## src/rtl/alu_pipe.sv

```systemverilog
// rtl/alu_pipe.sv - registered EXE-stage ALU with valid/ready on both sides.
// Optional iterative shift-add multiplier (opcodes 11..13) enabled by ALU_PIPE_MUL_EN.
module alu_pipe #(
  parameter int DATA_W = 32,
  parameter int TAG_W  = 5
) (
  input  logic              clk,
  input  logic              rst,
  input  logic              flush,
  input  logic              in_valid,
  output logic              in_ready,
  input  logic [3:0]        in_op,
  input  logic [TAG_W-1:0]  in_rd,
  input  logic [DATA_W-1:0] in_sr0,
  input  logic [DATA_W-1:0] in_sr1,
  output logic              out_valid,
  input  logic              out_ready,
  output logic [TAG_W-1:0]  out_rd,
  output logic [DATA_W-1:0] out_result
);
  localparam int SH_W = $clog2(DATA_W);
  localparam int M    = DATA_W - 1;

  logic              r_out_valid;
  logic [TAG_W-1:0]  r_out_rd;
  logic [DATA_W-1:0] r_out_result;

  logic [SH_W-1:0]   w_sh;
  logic [DATA_W:0]   w_diff;
  logic              w_ovf;
  logic              w_slt;
  logic [DATA_W-1:0] w_sra;
  logic [DATA_W-1:0] w_alu;
  logic              w_out_free;
  logic              w_accept;
  logic              w_is_mul;
  logic              w_mul_load;
  logic [DATA_W-1:0] w_mul_res;
  logic [TAG_W-1:0]  w_mul_rd;

  assign w_sh   = in_sr1[SH_W-1:0];
  assign w_diff = {1'b0, in_sr0} - {1'b0, in_sr1};
  // Signed less-than: sign of the difference, inverted when the subtraction overflowed.
  assign w_ovf  = (in_sr0[M] != in_sr1[M]) && (w_diff[M] != in_sr0[M]);
  assign w_slt  = w_diff[M] ^ w_ovf;
  assign w_sra  = $unsigned($signed(in_sr0) >>> w_sh);

  always_comb begin
    w_alu = '0;
    case (in_op)
      4'd0:    w_alu = in_sr0 + in_sr1;
      4'd1:    w_alu = w_diff[DATA_W-1:0];
      4'd2:    w_alu = {{(DATA_W-1){1'b0}}, w_slt};
      4'd3:    w_alu = {{(DATA_W-1){1'b0}}, w_diff[DATA_W]};
      4'd4:    w_alu = in_sr0 & in_sr1;
      4'd5:    w_alu = in_sr0 | in_sr1;
      4'd6:    w_alu = ~(in_sr0 | in_sr1);
      4'd7:    w_alu = in_sr0 ^ in_sr1;
      4'd8:    w_alu = in_sr0 << w_sh;
      4'd9:    w_alu = in_sr0 >> w_sh;
      4'd10:   w_alu = w_sra;
      default: w_alu = '0;
    endcase
  end

  assign w_out_free = !r_out_valid || out_ready;
  assign w_accept   = in_valid && in_ready;

`ifdef ALU_PIPE_MUL_EN
  typedef enum logic [1:0] {S_IDLE, S_MUL, S_DONE} state_t;

  state_t              r_state;
  state_t              w_state_n;
  logic [SH_W-1:0]     r_cnt;
  logic [DATA_W-1:0]   r_mcand;
  logic [2*DATA_W-1:0] r_prod;
  logic                r_neg;
  logic                r_hi;
  logic [TAG_W-1:0]    r_mul_rd;
  logic [DATA_W:0]     w_add;
  logic [2*DATA_W-1:0] w_prod_fix;
  logic [DATA_W-1:0]   w_mag0;
  logic [DATA_W-1:0]   w_mag1;
  logic                w_signed_op;

  assign w_is_mul    = (in_op == 4'd11) || (in_op == 4'd12) || (in_op == 4'd13);
  assign w_signed_op = (in_op == 4'd12);
  assign w_mag0      = (w_signed_op && in_sr0[M]) ? -in_sr0 : in_sr0;
  assign w_mag1      = (w_signed_op && in_sr1[M]) ? -in_sr1 : in_sr1;
  assign in_ready    = !rst && (r_state == S_IDLE) && w_out_free && !flush;

  // Product register holds {partial high, remaining multiplier}; one bit retired per step.
  assign w_add      = {1'b0, r_prod[2*DATA_W-1:DATA_W]} + {1'b0, (r_prod[0] ? r_mcand : '0)};
  assign w_prod_fix = r_neg ? -r_prod : r_prod;
  assign w_mul_res  = r_hi ? w_prod_fix[2*DATA_W-1:DATA_W] : w_prod_fix[DATA_W-1:0];
  assign w_mul_rd   = r_mul_rd;
  assign w_mul_load = (r_state == S_DONE) && w_out_free && !flush;

  always_ff @(posedge clk or posedge rst) begin
    if (rst) r_state <= S_IDLE;
    else     r_state <= w_state_n;
  end

  always_comb begin
    w_state_n = r_state;
    case (r_state)
      S_IDLE: if (w_accept && w_is_mul) w_state_n = S_MUL;
      S_MUL:  if (r_cnt == SH_W'(DATA_W - 1)) w_state_n = S_DONE;
      S_DONE: if (w_out_free) w_state_n = S_IDLE;
      default: w_state_n = S_IDLE;
    endcase
    if (flush) w_state_n = S_IDLE;
  end

  always_ff @(posedge clk or posedge rst) begin
    if (rst) begin
      r_cnt    <= '0;
      r_mcand  <= '0;
      r_prod   <= '0;
      r_neg    <= 1'b0;
      r_hi     <= 1'b0;
      r_mul_rd <= '0;
    end else if (w_accept && w_is_mul) begin
      r_cnt    <= '0;
      r_mcand  <= w_mag0;
      r_prod   <= {{DATA_W{1'b0}}, w_mag1};
      r_neg    <= w_signed_op && (in_sr0[M] ^ in_sr1[M]);
      r_hi     <= (in_op != 4'd11);
      r_mul_rd <= in_rd;
    end else if (r_state == S_MUL) begin
      r_prod <= {w_add, r_prod[DATA_W-1:1]};
      r_cnt  <= r_cnt + SH_W'(1);
    end
  end
`else
  assign w_is_mul   = 1'b0;
  assign w_mul_load = 1'b0;
  assign w_mul_res  = '0;
  assign w_mul_rd   = '0;
  assign in_ready   = !rst && w_out_free && !flush;
`endif

  always_ff @(posedge clk or posedge rst) begin
    if (rst) begin
      r_out_valid  <= 1'b0;
      r_out_rd     <= '0;
      r_out_result <= '0;
    end else if (flush) begin
      r_out_valid <= 1'b0;
    end else if (w_accept && !w_is_mul) begin
      r_out_valid  <= 1'b1;
      r_out_rd     <= in_rd;
      r_out_result <= w_alu;
    end else if (w_mul_load) begin
      r_out_valid  <= 1'b1;
      r_out_rd     <= w_mul_rd;
      r_out_result <= w_mul_res;
    end else if (out_ready) begin
      r_out_valid <= 1'b0;
    end
  end

  assign out_valid  = r_out_valid;
  assign out_rd     = r_out_rd;
  assign out_result = r_out_result;
endmodule

```

## config.mk

```make
export PLATFORM = sky130hd
export DESIGN_NAME = alu_pipe
export DESIGN_NICKNAME = d
export VERILOG_FILES = /design/src/rtl/alu_pipe.sv
export SDC_FILE = /design/constraint.sdc
export NUM_CORES = 1
export LEC_CHECK = 0
export ABC_AREA = 0
export BUFFER_PORTS_ARGS = -buffer_cell sky130_fd_sc_hd__buf_2
export CAP_MARGIN = 25
export CORE_ASPECT_RATIO = 1.4
export CORE_MARGIN = 2
export CORE_UTILIZATION = 45
export CTS_CLUSTER_SIZE = 14
export DETAILED_ROUTE_END_ITERATION = 10
export PLACE_DENSITY_LB_ADDON = 0.05
export SYNTH_ARGS = -nofsm -noshare
export SYNTH_HDL_FRONTEND = slang
export SYNTH_SLANG_ARGS = --single-unit
```

## constraint.sdc

```tcl
create_clock -name clk -period 2.8 [get_ports clk]
set_input_delay 0.42 -clock clk [delete_from_list [all_inputs] [get_ports clk]]
set_output_delay 0.42 -clock clk [all_outputs]
set_load 0.05 [all_outputs]
```

Word-level counts from Yosys, hierarchy flattened

Index checks and enable logic that the tools add are counted.
W data, S select, Z words.

Bits in registers: 38
Input bits: 78
Output and inout bits: 39
Word-level logic and storage cells: 41

Add/sub/neg operators: 2
Equality and inequality tests: 12
Shifts and indexed selects: 3
Muxes and demuxes: 4
Bitwise operators: 6
Reductions and logical operators: 11

Operators with widths:

| kind                 | count |
|---|---|
| $pmux W32 S11        | 1 |
| $sub A32 B32 Y33     | 1 |
| $add A32 B32 Y32     | 1 |
| $and A32 B32 Y32     | 1 |
| $not A32 Y32         | 1 |
| $or A32 B32 Y32      | 1 |
| $shl A32 B5 Y32      | 1 |
| $shr A32 B5 Y32      | 1 |
| $sshr A32 B5 Y32     | 1 |
| $xor A32 B32 Y32     | 1 |
| $eq A4 B3 Y1 const B | 4 |
| $eq A4 B4 Y1 const B | 3 |
| $eq A4 B2 Y1 const B | 2 |
| $eq A4 B1 Y1 const B | 1 |
| $logic_and A1 B1 Y1  | 4 |
| $logic_not A4 Y1     | 1 |
| $logic_not A1 Y1     | 3 |
| $mux W1              | 3 |
| $reduce_bool A3 Y1   | 1 |
| $ne A1 B1 Y1         | 2 |
| $reduce_and A2 Y1    | 1 |
| $logic_or A1 B1 Y1   | 1 |
| $not A1 Y1           | 1 |
| $xor A1 B1 Y1        | 1 |

Longest topological paths before layout

Gate-level depths: netlist of run 1.

Depth after elaboration: 7
Gate-level depth with buffers: 24
Depth with buffers taken out: 21

Worst setup path before layout of run 1

Ideal clock, no wire load.

Path type: in2reg
Start: input port in_sr1[2]
End: register r_out_result[0] (netlist: out_result[0])
Library setup time: 0.136 ns
Arrival time: 4.994 ns
Required time: 2.664 ns
Slack: -2.329 ns
Stages on the path: 23
Buffers on the path: 4
Cell sequence: inv_1 clkbuf_1 buf_2 buf_2 ha_1 clkbuf_2 or4_1 a211o_2 a21boi_2 o31ai_1 o31ai_2 a31o_2 nor2_1 o31ai_1 fa_1 nor2_1 mux4_2 inv_1 o22ai_1 a221oi_1 nor2_1 a221oi_1 o41ai_1

Cells in the longest elaborated chain, start to end: 5
Elaborated cells between the ends (all ways): 8
Classes of those cells: 1 x add/sub; 1 x eq/ne; 3 x shift; 1 x mux; 1 x bitwise; 1 x reduce/logical

Ends and longest elaborated chain:

| element                | RTL line | source |
|---|---|---|
| start: declaration     | 15       | `input logic [DATA_W-1:0] in_sr1,` |
| $sub A32 B32 Y33       | 42       | `assign w_diff = {1'b0, in_sr0} - {1'b0, in_sr1};` |
| $ne A1 B1 Y1           | 44       | `assign w_ovf = (in_sr0[M] != in_sr1[M]) && (w_diff[M] != in_sr0[M]);` |
| $logic_and A1 B1 Y1    | 44       |  |
| $xor A1 B1 Y1          | 45       | `assign w_slt = w_diff[M] ^ w_ovf;` |
| $pmux W32 S11 (*)      | 50       | `case (in_op)` |
| end signal: assignment | 153      | `r_out_result <= w_alu;` |
| end signal: assignment | 157      | `r_out_result <= w_mul_res;` |
| end: declaration       | 26       | `logic [DATA_W-1:0] r_out_result;` |

Every way passes the cells marked *; elsewhere a longest branch is shown, timed or not.
A chain may end at the register's enable or synchronous reset.

Worst setup path after layout of run 1

Start: input port in_sr1[1]
End: register r_out_result[0] (netlist: out_result[0])

The elaborated chain is that of the path after synthesis.

==> flow_summary.toml, run 1 <==
[finish]
fillCellCount = 1972
design_area_mm2 = 0.01569
antenna_cells = 0
layout-drive-gt1-share = 0.4224
layout.nets = 2012
syn_to_final_growth_pct = 48.07

[global_routing]
grt_pass1_vias = 12520
gr-total-overflow = 0
top_usage_layer = "met2"
antenna_found_initial = 1
grt_usage = 0.3869
grt_max_degree = 70
grt_use_met2 = 0.6600
grt_use_met1 = 0.4996
grt_pass1_wl_um = 73330
grtUsageMet3 = 0.03922

[timing]
slew_headroom = 0.3612
timing.final.crit_share = 1.461
final-hold-violation-count = 0
tightest_slew_ns = 0.9562
min_period_ns = 4.090
setup_violations = 19
maxSlewViolCount = 0
skew_ns = 0.01141
rsz0062_at_grt = "true"
setup_ws_ns = -1.290
fmax_ghz = 0.2445

[worst_setup_path]
path_class = "input port to flip-flop"
cpLargestDelayFamily = "compound AO/OA/AOI/OAI gates"
path_cells = "buf_8, inv_8, ha_4, o21ba_4, or4_4, a211o_4, a21boi_4, o31ai_4, o31ai_2, a31o_2, nor2_4, o31ai_4, fa_2, nor2_1, mux4_2, inv_2, o22ai_2, a221oi_2, nor2_1, a221oi_2, o41ai_1"
cpMaxStageDelayCell = "mux4_2"
endpoint_kind = "flip-flop"
cp.required_ns = 2.97
critPathArrivalTime_ns = 4.26
cp_slowest_stage_delay_ns = 0.47
critical_path_buf_inv_count = 3
crit_fanout = 2
cp-start-kind = "input port"

[cts]
clk_pin_slew_ns = 0.07
cts_max_level = 2
clock-root-buffer = "clkbuf_16"
clock_path_buffers = 2
cts_sinks = 38
cts_buffers = 5
cts_tree = "done"
clk_latency_ns = 0.29

[floorplanning]
die_area_mm2 = 0.02481
die_width_um = 133.7
io_pins = 117
core-area_mm2 = 0.02320
row_count = 66
die_h_um = 185.6
initial_utilization = 0.4566

[outcome]
violations = "setup timing"
outcome = "finished with violations"

[logic_synthesis]
ys_warn_count = 0
async_flop_share = 1.000
syn_inst = 1393
yosysUniqueCellTypes = 88
syn_nets = 1576
netlist_area_mm2 = 0.01060
synth-main-ff-cell = "dfrtp_1"
synth_seq_cells = 38
syn-mean-instance-area_um2 = 7.607
ys_seq_area_frac = 0.08974
synth_edf_count = 0

[detailed_routing]
vias = 13490
drc = 0
vias_per_cell = 6.315
ant_nets = 0
routedWlPerCell_um = 24.23
drtPass1Iterations = 7
postRouteWirelength_um = 51760
drt_iter0_markers = 1692

[place]
placed_cell_area_mm2 = 0.01426
dpl.hpwl_um = 39990
portBuffers = 116
place.gp.congestion = 1.049

[power_and_ir_drop]
worst_ir_drop_vdd_uv = 421.0
leakagePower_nw = 7.227
powerDensity_mw_per_mm2 = 316.0
finalPower_w = 0.004958

[flow_run]
maxCapViolCount = 0

[worst_hold_path]
hp-class = "input port to flip-flop"
==> layout make-up <==
type	count	area [um^2]	share of cell area
clock buffer	5	125.1	0.007975
multi-input combinational	1145	9517	0.6065
clock inverter	3	68.82	0.004386
sequential	38	950.9	0.06061
tap	306	382.9	0.02440
inverter	98	400.4	0.02552
timing repair buffer	541	4245	0.2706
==> layer usage <==
layer	routed length (um)	share of wire	vias up
li1	-	-	6101
met1	20330	0.39	6448
met2	24660	0.48	767
met5	12	0.00023	-
met4	2970	0.057	2
met3	3775	0.073	170
==> Yosys cell counts, drive strengths merged, types with 27 or more instances <==
cell type / number / area (um^2)
clkbuf: 69 / 330.3
nor2: 175 / 656.9
a211oi: 34 / 255.2
dfrtp: 38 / 950.9
o21ai: 104 / 531.8
a21oi: 126 / 634.4
nand2: 104 / 390.4
buf: 42 / 221.5
mux2i: 57 / 570.6
mux4: 61 / 1374
ha: 102 / 1276
inv: 97 / 364.1
nor3: 27 / 135.1
==> flip-flops by register name, summed over array words and instances, names as in the netlist <==
name / count
out_result: 32
out_rd: 5
out_valid: 1
==> final timing paths <==
kind,from,endpoint,slack (ns),cells after the start
max,in_sr1[1],out_result[0],-1.29,21
min,in_rd[2],out_rd[2],0.36,2
max reg2reg,out_valid,out_result[24],0.69,8
min reg2reg,out_result[13],out_result[13],0.47,2
max in group asynchronous,rst,out_result[17],1.60,4
min in group asynchronous,rst,out_valid,0.55,3
==> metrics by stage <==
stage,TNS [ns],std cells,hold slack (ns),utilization,setup slack (ns)
after floorplan,-6.646,1393,0.5273,-,-1.744
final,-4.564,2136,0.3612,0.6762,-1.290
after global routing,-6.518,2136,0.3731,0.6762,-1.391
after CTS,-11.81,2115,0.3628,0.6303,-1.355
after global placement,-29.48,2099,0.2844,0.6143,-1.978
after detailed placement,-30.21,2100,0.2910,0.6145,-2.050
==> worst register-to-register path: cells and delay by family (launching register included) <==
family | cells | cell delay, ns
AOI/OAI and AO/OA | 3 | 0.85
and+or+nand+nor | 4 | 0.54
DFF | 1 | 0.37
buffers and inverters | 1 | 0.25
==> repair_timing <==
action                     in CTS  in global routing
pin swaps                      17                 38
buffers inserted                6                 17
setup endpoints to repair      32                 32
hold buffers                    1                  0
resized for setup              30                174
cloned                          0                  7
hold endpoints to repair        1                  0
==> kinds of logic after synthesis <==
family,after synthesis,share of synthesized area
XOR/XNOR,5,0.004133
flip-flops,38,0.08974
buffers and inverters,210,0.08785
AO/OA/AOI/OAI,495,0.3188
AND/OR/NAND/NOR,402,0.1686
adder cells (fa/ha/maj),105,0.1261
multiplexers,138,0.2047
==> cell usage in the layout (no fill, tap or decap), drive strengths merged, types with 9 or more instances in the layout <==
cell type / synthesis / routed
o21bai: 18 / 18
ha: 102 / 102
o211ai: 18 / 18
mux2: 20 / 20
o221ai: 17 / 17
a221oi: 20 / 20
dfrtp: 38 / 38
nand2b: 13 / 13
buf: 42 / 531
nor3: 27 / 27
nor4: 11 / 11
o21a: 10 / 10
inv: 97 / 98
nand2: 104 / 104
nand3: 18 / 18
o21ai: 104 / 104
o31ai: 12 / 12
o22ai: 18 / 18
clkbuf: 69 / 14
a221o: 14 / 14
nor2: 175 / 175
nor2b: 14 / 14
mux2i: 57 / 57
mux4: 61 / 61
a21oi: 126 / 126
a211oi: 34 / 34
a21o: 15 / 15
a22o: 9 / 9
==> power by group <==
part | leakage [nW] | internal, W | switching (W)
Sequential | 0.496 | 0.000639 | 0.0000513
Clock | 0.0940 | 0.000513 | 0.000251
Combinational | 6.64 | 0.00151 | 0.00200
Total | 7.23 | 0.00266 | 0.00230
Power figures use the tool's default switching activity.
==> run 2: changes to the inputs <==
- SETUP_SLACK_MARGIN: not set -> 0.05
==> run 2 against run 1 <==
Effect of this change: the flow still finishes with violations (setup timing); non-clock buffer count is 23 lower; largest power group unchanged; largest cell class unchanged; combinational power is 2% lower; critical endpoint unchanged; critical path depth stayed put; flip-flop and latch count stayed put; die area stayed put; hold slack worse by 0.12 ns.
==> flow_summary.toml, run 2 (synthesis results as in run 1) <==
[flow_run]
maxCapViolCount = 0

[finish]
syn_to_final_growth_pct = 44.13
largest_reg_flops = 32
layout.nets = 1989
final_common_cell = "buf_4"
fillCellCount = 2069
antenna_cells = 0
design_area_mm2 = 0.01527
fin_util = 0.6581
layout-drive-gt1-share = 0.4134
most-common-layout-cells = "buf_4 (377), nor2_1 (174), a21oi_1 (110)"

[global_routing]
grt_pass1_vias = 12640
top_usage_layer = "met2"
gr-total-overflow = 0
grtUsageMet3 = 0.03595
grt_max_degree = 68
grt_use_met2 = 0.6680
grt_pass1_wl_um = 74080
grt_usage = 0.3923
grt_use_met1 = 0.5072
antenna_found_initial = 0

[power_and_ir_drop]
worst_ir_drop_vdd_uv = 366.4
powerDensity_mw_per_mm2 = 308.0
finalPower_w = 0.004703
leakagePower_nw = 7.096

[cts]
clk_pin_slew_ns = 0.07
clock_path_buffers = 2
clock-root-buffer = "clkbuf_16"
clk_latency_ns = 0.29
cts_buffers = 5
cts_max_level = 2
cts_tree = "done"
hold_buffers = 0
cts_sinks = 38

[floorplanning]
row_count = 66
io_pins = 117
initial_utilization = 0.4566
die_h_um = 185.6
die_area_mm2 = 0.02481
die_width_um = 133.7
core-area_mm2 = 0.02320

[timing]
fin_tns_setup_ns = -4.078
final-hold-violation-count = 0
timing.final.crit_share = 1.452
tightest_slew_ns = 0.7568
fmax_ghz = 0.2459
setup_violations = 16
rsz0062_at_grt = "true"
skew_ns = 0.006634
min_period_ns = 4.067
setup_ws_ns = -1.267
slew_headroom = 0.4920
maxSlewViolCount = 0

[detailed_routing]
postRouteWirelength_um = 50350
vias = 13320
drtPass1Iterations = 6
drt_iter0_markers = 1468
routedWlPerCell_um = 23.83
vias_per_cell = 6.304
ant_nets = 0
drc = 0

[worst_setup_path]
r2r_slack_ns = 0.65
endpoint = "out_result[0]"
cp-start-kind = "input port"
critPathArrivalTime_ns = 4.24
crit_fanout = 2
cp.required_ns = 2.97
endpoint_kind = "flip-flop"
timing.rr.start = "out_valid"
cp-startpoint = "in_sr0[1]"
r2r_cells = 9
r2r_end = "out_result[27]"
path_class = "input port to flip-flop"

[place]
placed_cell_area_mm2 = 0.01412
place.gp.congestion = 1.046
post-place-ws_ns = -1.978
portBuffers = 116
dpl.hpwl_um = 39690

[worst_hold_path]
hp-class = "input port to async pin"

[outcome]
violations = "setup timing"
outcome = "finished with violations"
-- run 2: what timing repair did --
| action | CTS | global route |
|---|---|---|
| pin swaps | 30 | 40 |
| cloned | 3 | 2 |
| setup endpoints to repair | 32 | 30 |
| setup buffers | 10 | 5 |
| resized for setup | 80 | 84 |
-- run 2: layer usage --
metal	up-vias	share of wire	routed length, um
li1	6056	-	-
met1	6420	0.40	20200
met2	705	0.47	23790
met3	139	0.072	3619
met4	0	0.054	2735
met5	-	0	0
-- run 2: final cells by class --
class	instances	area, um^2	share of cell area
multi-input cells	1145	9437	0.6179
repair buffers	518	3958	0.2591
flip-flops and latches	38	950.9	0.06226
inverters	98	392.9	0.02573
well taps	306	382.9	0.02507
clock buffers	6	138.9	0.009094
clock inverters	2	12.51	0.0008193
-- run 2: worst max-delay path, stage by stage --
cell	delay, ns
buf_8	0.10
inv_6	0.05
ha_4	0.20
o21ba_4	0.19
or4_4	0.43
a211o_4	0.39
a21boi_4	0.19
o31ai_4	0.11
o31ai_4	0.26
a31o_2	0.23
nor2_4	0.05
o31ai_4	0.24
fa_2	0.22
nor2_1	0.03
mux4_2	0.46
inv_2	0.07
o22ai_2	0.06
a221oi_2	0.18
nor2_1	0.08
a221oi_2	0.19
o41ai_1	0.10
-- run 2: per-stage QoR --
step / cells / hold WS, ns
after CTS: 2106 / 0.2614
after detailed placement: 2085 / 0.4647
after global placement: 2085 / 0.4527
final: 2113 / 0.2376
after global routing: 2113 / 0.3212
after floorplan: 1393 / 0.5273
-- run 2: power breakdown --
group	internal, W	switching, W
logic	0.00146	0.00196
registers	0.000639	0.0000504
clock network	0.000353	0.000242
-- run 2: worst min-delay path by stage --
stage,from,endpoint,depth (start not counted),slack [ns]
floorplan,flush,out_valid,1,0.53
global placement,out_result[5],out_result[5],1,0.45
CTS,rst,out_result[20],2,0.26
finish,rst,out_result[20],2,0.24
detailed placement,out_result[5],out_result[5],1,0.46
global route,rst,out_result[21],2,0.32
